$ cat src/rtl/mult_div_unit_pkg.sv
//------------------------------------------------------------------------------
// Module   : mult_div_unit_pkg
// Purpose  : Shared encodings for the multi-cycle MULT/DIV unit and the control
//            FSM that waits on it (state codes, op codes, iteration count).
// Revision : 1.0 - initial release
//------------------------------------------------------------------------------
`default_nettype none

package mult_div_unit_pkg;

    typedef enum logic [1:0] {
        IDLE   = 2'd0,
        RUN    = 2'd1,
        FINISH = 2'd2
    } md_state_e;

    localparam logic OP_MULT  = 1'b0;
    localparam logic OP_DIV   = 1'b1;

    localparam int   MD_ITER  = 32;
    localparam int   MD_CNT_W = $clog2(MD_ITER);

    // Unsigned magnitude of a two's-complement word; -2^31 maps to 2^31.
    function automatic logic [31:0] md_abs(input logic [31:0] v);
        return v[31] ? (~v + 32'd1) : v;
    endfunction

endpackage

`default_nettype wire

$ cat src/rtl/mult_div_unit.sv
//------------------------------------------------------------------------------
// Module   : mult_div_unit
// Purpose  : Signed 32x32 multiply (radix-2 Booth) and signed divide (restoring,
//            on magnitudes) sharing one adder and one 65-bit working register.
//            Owns the HI/LO result registers; 33 cycles from start to result.
// Revision : 1.0 - initial release
//------------------------------------------------------------------------------
`default_nettype none

module mult_div_unit
    import mult_div_unit_pkg::*;
#(
    parameter int WIDTH = 32
) (
    input  logic             clk,
    input  logic             reset,
    input  logic             mult_start,
    input  logic             div_start,
    input  logic [WIDTH-1:0] a,
    input  logic [WIDTH-1:0] b,
    output logic [WIDTH-1:0] hi_out,
    output logic [WIDTH-1:0] lo_out,
    output logic             busy,
    output logic             done,
    output logic             div_zero
);

    md_state_e             state_q, state_d;
    logic                  op_q, op_d;
    logic [MD_CNT_W-1:0]   cnt_q, cnt_d;
    logic [WIDTH-1:0]      m_q, m_d;          // multiplicand, or |divisor|
    logic [2*WIDTH:0]      w_q, w_d;          // {acc/rem, multiplier/quo, q-1}
    logic                  negq_q, negq_d;    // quotient needs negation
    logic                  negr_q, negr_d;    // remainder needs negation
    logic [WIDTH-1:0]      hi_q, hi_d, lo_q, lo_d;
    logic                  busy_q, busy_d;
    logic                  done_q, done_d;
    logic                  dz_q, dz_d;

    logic [WIDTH-1:0]      acc, mq;
    logic                  qm1;
    logic [WIDTH:0]        add_x, add_y, add_sum, booth_pre;
    logic                  add_sub;
    logic [2*WIDTH:0]      step_w;

    assign acc = w_q[2*WIDTH:WIDTH+1];
    assign mq  = w_q[WIDTH:1];
    assign qm1 = w_q[0];

    // Shared 33-bit adder/subtractor; the guard bit keeps Booth exact when the
    // multiplicand is -2^31 and gives the borrow for the restoring trial.
    always_comb begin
        add_x   = {acc[WIDTH-1], acc};
        add_y   = {m_q[WIDTH-1], m_q};
        add_sub = mq[0] & ~qm1;
        if (op_q == OP_DIV) begin
            add_x   = {acc, mq[WIDTH-1]};
            add_y   = {1'b0, m_q};
            add_sub = 1'b1;
        end
        add_sum = add_x + (add_y ^ {(WIDTH+1){add_sub}}) + {{WIDTH{1'b0}}, add_sub};
    end

    // One iteration of the selected algorithm applied to the working register.
    always_comb begin
        booth_pre = (mq[0] ^ qm1) ? add_sum : add_x;
        step_w    = w_q;
        if (op_q == OP_MULT) begin
            // Arithmetic shift right of {acc(33b), multiplier}, dropping q-1.
            step_w = {booth_pre, mq[WIDTH-1:1], mq[0]};
        end else if (!add_sum[WIDTH]) begin
            step_w = {add_sum[WIDTH-1:0], mq[WIDTH-2:0], 1'b1, qm1};
        end else begin
            step_w = {acc[WIDTH-2:0], mq[WIDTH-1], mq[WIDTH-2:0], 1'b0, qm1};
        end
    end

    // Control FSM: operand capture, iteration sequencing and result write-back.
    always_comb begin
        state_d = state_q;
        op_d    = op_q;
        cnt_d   = cnt_q;
        m_d     = m_q;
        w_d     = w_q;
        negq_d  = negq_q;
        negr_d  = negr_q;
        hi_d    = hi_q;
        lo_d    = lo_q;
        busy_d  = busy_q;
        done_d  = 1'b0;
        dz_d    = 1'b0;
        case (state_q)
            IDLE: begin
                if (mult_start) begin
                    op_d    = OP_MULT;
                    m_d     = a;
                    w_d     = {{WIDTH{1'b0}}, b, 1'b0};
                    cnt_d   = '0;
                    busy_d  = 1'b1;
                    state_d = RUN;
                end else if (div_start) begin
                    if (b != '0) begin
                        op_d    = OP_DIV;
                        m_d     = md_abs(b);
                        w_d     = {{WIDTH{1'b0}}, md_abs(a), 1'b0};
                        negq_d  = a[WIDTH-1] ^ b[WIDTH-1];
                        negr_d  = a[WIDTH-1];
                        cnt_d   = '0;
                        busy_d  = 1'b1;
                        state_d = RUN;
                    end else begin
                        dz_d = 1'b1;
                    end
                end
            end
            RUN: begin
                w_d   = step_w;
                cnt_d = cnt_q + 1'b1;
                if (cnt_q == MD_CNT_W'(MD_ITER - 1)) begin
                    state_d = FINISH;
                end
            end
            FINISH: begin
                if (op_q == OP_MULT) begin
                    hi_d = acc;
                    lo_d = mq;
                end else begin
                    hi_d = negr_q ? (~acc + 1'b1) : acc;
                    lo_d = negq_q ? (~mq + 1'b1) : mq;
                end
                done_d  = 1'b1;
                busy_d  = 1'b0;
                state_d = IDLE;
            end
            default: begin
                state_d = IDLE;
                busy_d  = 1'b0;
            end
        endcase
    end

    // State and result registers; reset aborts any operation in flight.
    always_ff @(posedge clk) begin
        if (reset) begin
            state_q <= IDLE;
            op_q    <= OP_MULT;
            cnt_q   <= '0;
            m_q     <= '0;
            w_q     <= '0;
            negq_q  <= 1'b0;
            negr_q  <= 1'b0;
            hi_q    <= '0;
            lo_q    <= '0;
            busy_q  <= 1'b0;
            done_q  <= 1'b0;
            dz_q    <= 1'b0;
        end else begin
            state_q <= state_d;
            op_q    <= op_d;
            cnt_q   <= cnt_d;
            m_q     <= m_d;
            w_q     <= w_d;
            negq_q  <= negq_d;
            negr_q  <= negr_d;
            hi_q    <= hi_d;
            lo_q    <= lo_d;
            busy_q  <= busy_d;
            done_q  <= done_d;
            dz_q    <= dz_d;
        end
    end

    assign hi_out   = hi_q;
    assign lo_out   = lo_q;
    assign busy     = busy_q;
    assign done     = done_q;
    assign div_zero = dz_q;

endmodule

`default_nettype wire
$ cat config.mk
export PLATFORM = sky130hd
export DESIGN_NAME = mult_div_unit
export DESIGN_NICKNAME = d
export VERILOG_FILES = /design/src/rtl/mult_div_unit_pkg.sv /design/src/rtl/mult_div_unit.sv
export SDC_FILE = /design/constraint.sdc
export NUM_CORES = 1
export LEC_CHECK = 0
export CORE_MARGIN = 8
export CORE_UTILIZATION = 50
export DETAILED_ROUTE_END_ITERATION = 6
export PLACE_DENSITY = 0.71
export SKIP_CTS_REPAIR_TIMING = 1
export SLEW_MARGIN = 5
export SYNTH_ARGS = -nofsm -noshare
export SYNTH_HDL_FRONTEND = slang
export SYNTH_SLANG_ARGS = --single-unit
export TNS_END_PERCENT = 20
$ cat constraint.sdc
create_clock -name clk -period 6.4 [get_ports clk]
set_clock_uncertainty 0.2 [all_clocks]
set_input_delay 0.64 -clock clk [delete_from_list [all_inputs] [get_ports clk]]
set_output_delay 0.64 -clock clk [all_outputs]
set_load 0.1 [all_outputs]
==> summary.txt <==
Status
  – Status: complete, no violations

Floorplan
  – Num rows: 60
  – Initial Util: 50.3%
  – Core Footprint: 0.0267 mm2
  – Die area: 0.0323 mm2
  – Die H: 180 um
  – Die W: 180 um
  – IO Count: 135

Logic synthesis
  – Area contributors post-synth: dfxtp_1 (26%), nand2_1 (6.4%), xor2_1 (6.0%)
  – Netlist Area Pre-Place: 0.0134 mm2
  – Distinct cell type count after synthesis: 71
  – Post-Syn Instances: 1775
  – Yosys synthesis warning count: 0
  – Synth Register Bits: 174
  – Mapped Nets: 1882
  – Yosys top cell by area: dfxtp_1
  – Top FF cell, synth: dfxtp_1
  – EDFF count, synth: 0
  – Post-synthesis sequential area ratio: 26.0%
  – Mean Syn Cell Area: 7.55 um2
  – Yosys top cell area share: 26.0%
  – FFs w/ async S/R, synth: 0%

STA
  – Fin crit share: 81.8%
  – Tmin final: 5.24 ns
  – RSZ-0062 raised after global routing: no
  – Final Hold Vio Count: 0
  – Rel. slew slack: 23.7%
  – Setup TNS: 0 ns
  – Max Fclk: 191 MHz
  – Worst-Margin Slew: 1.14 ns
  – # setup viols final: 0
  – Final Max Slew Viols: 0
  – Hold slack final: 0.259 ns
  – Post-route setup slack: 1.16 ns

CTS
  – H-tree levels: 4
  – Clock root buffer: clkbuf_16
  – Total CTS buffers: 17
  – Worst-path clk slew: 0.08 ns
  – CTS tree: done
  – Worst-Skew Late Latency: 0.45 ns
  – Clock Tree Buf Depth: 2
  – Clock Sinks: 174

Worst hold path
  – Hold Path Class: flip-flop to flip-flop
  – Hold path depth: 2

Placement
  – Port-buffer cells: 134
  – Post-DP HPWL: 33200 um
  – Dpl cell area: 0.0147 mm2
  – RePlAce Congestion: 0.970
  – DP Worst Slack: 1.25 ns

Finish
  – Layout cell share with drive strength beyond 1: 6.13%
  – ANT cells: 0
  – Final Util: 57.7%
  – Post-layout nets: 1906
  – Fin area: 0.0154 mm2
  – Area Growth Syn to Fin: 14.8%

Worst setup path
  – CP max stage cell: nor2_2
  – Crit path DAT: 5.34 ns
  – R2R cell count: 14
  – Critical Path Source Type: flip-flop
  – Crit Path Max Fanout: 16
  – FF-to-FF Start: w_q[1]$_SDFFE_PP0P_
  – Cells along the critical path: ha_1 -> nor2_4 -> buf_4 -> xnor2_1 -> ha_1 -> a211oi_1 -> o211ai_1 -> a31oi_2 -> a21o_1 -> a21oi_1 -> nor2_2 -> buf_4 -> mux2i_1 -> o221ai_1
  – CP endpoint kind: flip-flop
  – Crit Path Class: flip-flop to flip-flop
  – Worst Setup SP: w_q[1]$_SDFFE_PP0P_
  – Crit path to: w_q[38]$_SDFFE_PP0P_
  – Reg2reg end: w_q[38]$_SDFFE_PP0P_
  – Max stage delay on crit path: 0.66 ns
  – Flop2flop setup slack: 1.16 ns
  – Critical Path RT: 6.50 ns

Power and ir drop
  – Switching Fraction: 37.8%
  – Leak: 5.50 nW
  – Power per cell area: 219 mW/mm2
  – Worst VDD drop: 0.144 mV
  – P_sw: 1.27 mW
  – Logic pwr share: 29.8%
  – Reg power frac: 36.6%
  – Clock Power Share: 33.6%
  – Int Pwr: 2.09 mW

Route
  – Vias per cell: 6.24
  – 1st-iter DRT viols: 1346
  – Detailed-route wire length: 44000 um
  – Post-DR wirelength/cell: 20.4 um
  – Post-route ant nets: 0
  – DRC: 0
  – Routed via count: 13434
  – First-pass iteration count of the detailed router: 6

Global routing
  – First-pass GRT wire length: 69400 um
  – Overall global routing resource usage: 26.3%
  – Congestion Overflow GR: 0
  – Pin count of the biggest net entering global routing: 105
  – Vias in the first global route: 12417
  – Initial antenna violation count: 2

Flow run
  – Number of max-cap violations: 0
power by group through the flow:
stage               combinational, mW  clock [mW]  sequential [mW]
global placement                0.964           0             1.25
floorplan                       0.720           0             1.19
detailed placement              0.974           0             1.25
CTS                             0.978        1.14             1.22
global route                     1.09        1.19             1.24
finish                           1.00        1.13             1.23
how the worst min path moves through the flow:
stage                                          to               startpoint
after floorplan              m_q[10]$_SDFFE_PP0P_     m_q[10]$_SDFFE_PP0P_
after CTS                 lo_out[22]$_SDFFE_PP0P_  lo_out[22]$_SDFFE_PP0P_
after global placement    hi_out[26]$_SDFFE_PP0P_  hi_out[26]$_SDFFE_PP0P_
after detailed placement  lo_out[22]$_SDFFE_PP0P_  lo_out[22]$_SDFFE_PP0P_
final                     lo_out[22]$_SDFFE_PP0P_  lo_out[22]$_SDFFE_PP0P_
after global routing      lo_out[22]$_SDFFE_PP0P_  lo_out[22]$_SDFFE_PP0P_
through the flow:
step,power [mW],std cells
floorplan,1.91,1775
detailed placement,2.22,2121
finish,3.36,2153
global placement,2.21,2121
CTS,3.35,2153
global route,3.51,2153
per-layer routing:
layer	vias up	routed length (um)	part of all wire (%)	GRT usage (%)
met5	-	31	0.070	0
met3	84	4120	9.4	6.63
met2	612	18500	42	38.5
met4	4	1090	2.5	8.57
li1	6491	-	-	-
met1	6243	20200	46	37.1
layout make-up:
cell class | count | area [um2]
fillers | 2508 | 11300
multi-input cells | 1427 | 9250
flip-flops and latches | 174 | 3490
repair buffers | 153 | 1480
well taps | 341 | 427
clock buffers | 17 | 425
clock inverters | 15 | 205
inverters | 26 | 97.6
synth_stat cells, types with 5 or more instances:
| library cell | n |
|---|---|
| nand3_1 | 30 |
| or4_1 | 15 |
| nor4b_1 | 5 |
| a22oi_1 | 8 |
| nor2b_1 | 14 |
| nor2_1 | 148 |
| mux2_2 | 34 |
| or3_1 | 23 |
| o211ai_1 | 35 |
| o311ai_0 | 5 |
| inv_1 | 26 |
| a21o_1 | 13 |
| buf_1 | 14 |
| dfxtp_1 | 174 |
| xnor2_1 | 82 |
| a221oi_1 | 5 |
| o21a_1 | 10 |
| clkbuf_1 | 113 |
| a21oi_1 | 153 |
| a31oi_1 | 7 |
| and2_1 | 9 |
| a2111oi_0 | 9 |
| ha_1 | 38 |
| a32o_1 | 7 |
| o31ai_1 | 30 |
| nor3b_1 | 12 |
| nor4_1 | 10 |
| mux2i_1 | 54 |
| and3_1 | 9 |
| o21ai_0 | 104 |
| nand2_1 | 230 |
| nand4_1 | 13 |
| o41ai_1 | 16 |
| nand2b_1 | 16 |
| o221ai_1 | 9 |
| nor3_1 | 39 |
| buf_2 | 18 |
| a211oi_1 | 76 |
| a311oi_1 | 10 |
| o21bai_1 | 8 |
| xor2_1 | 91 |
sequential cells by signal (all words and copies together), names as in the netlist:
name / flops
done: 1
busy: 1
div_zero: 1
hi_out: 32
cnt_q: 5
negq_q: 1
negr_q: 1
lo_out: 32
m_q: 32
w_q: 65
state_q: 2
op_q: 1
critical path: cells and delay by family, from the launching register on:
family                   cells  cell delay (ns)
AO/OA/AOI/OAI                6             1.63
XOR/XNOR                     1             0.14
adder cells (fa/ha/maj)      2             0.66
buffers and inverters        2             0.67
flip-flops                   1             0.41
multiplexers                 1             0.24
AND/OR/NAND/NOR              2             1.14
placed cells by master (no fill, tap or decap), drive strengths merged, types with 38 or more instances in the layout:
cell type | netlist | routed
dfxtp | 174 | 174
mux2i | 54 | 54
o21ai | 104 | 104
nand2 | 230 | 230
xor2 | 91 | 91
ha | 38 | 38
xnor2 | 82 | 82
clkdlybuf4s50 | 0 | 132
a211oi | 76 | 76
a21oi | 154 | 154
nor3 | 39 | 39
nor2 | 149 | 149
cell families after synthesis:
group | share of synthesized area (%)
and+or+nand+nor | 20.4
AOI/OAI and AO/OA | 26.6
buffers and inverters | 5.11
DFF | 26.0
xor gates and xnor gates | 11.3
muxes | 6.89
adders and majority gates | 3.70
No activity file was read; power rests on OpenSTA's default activity.
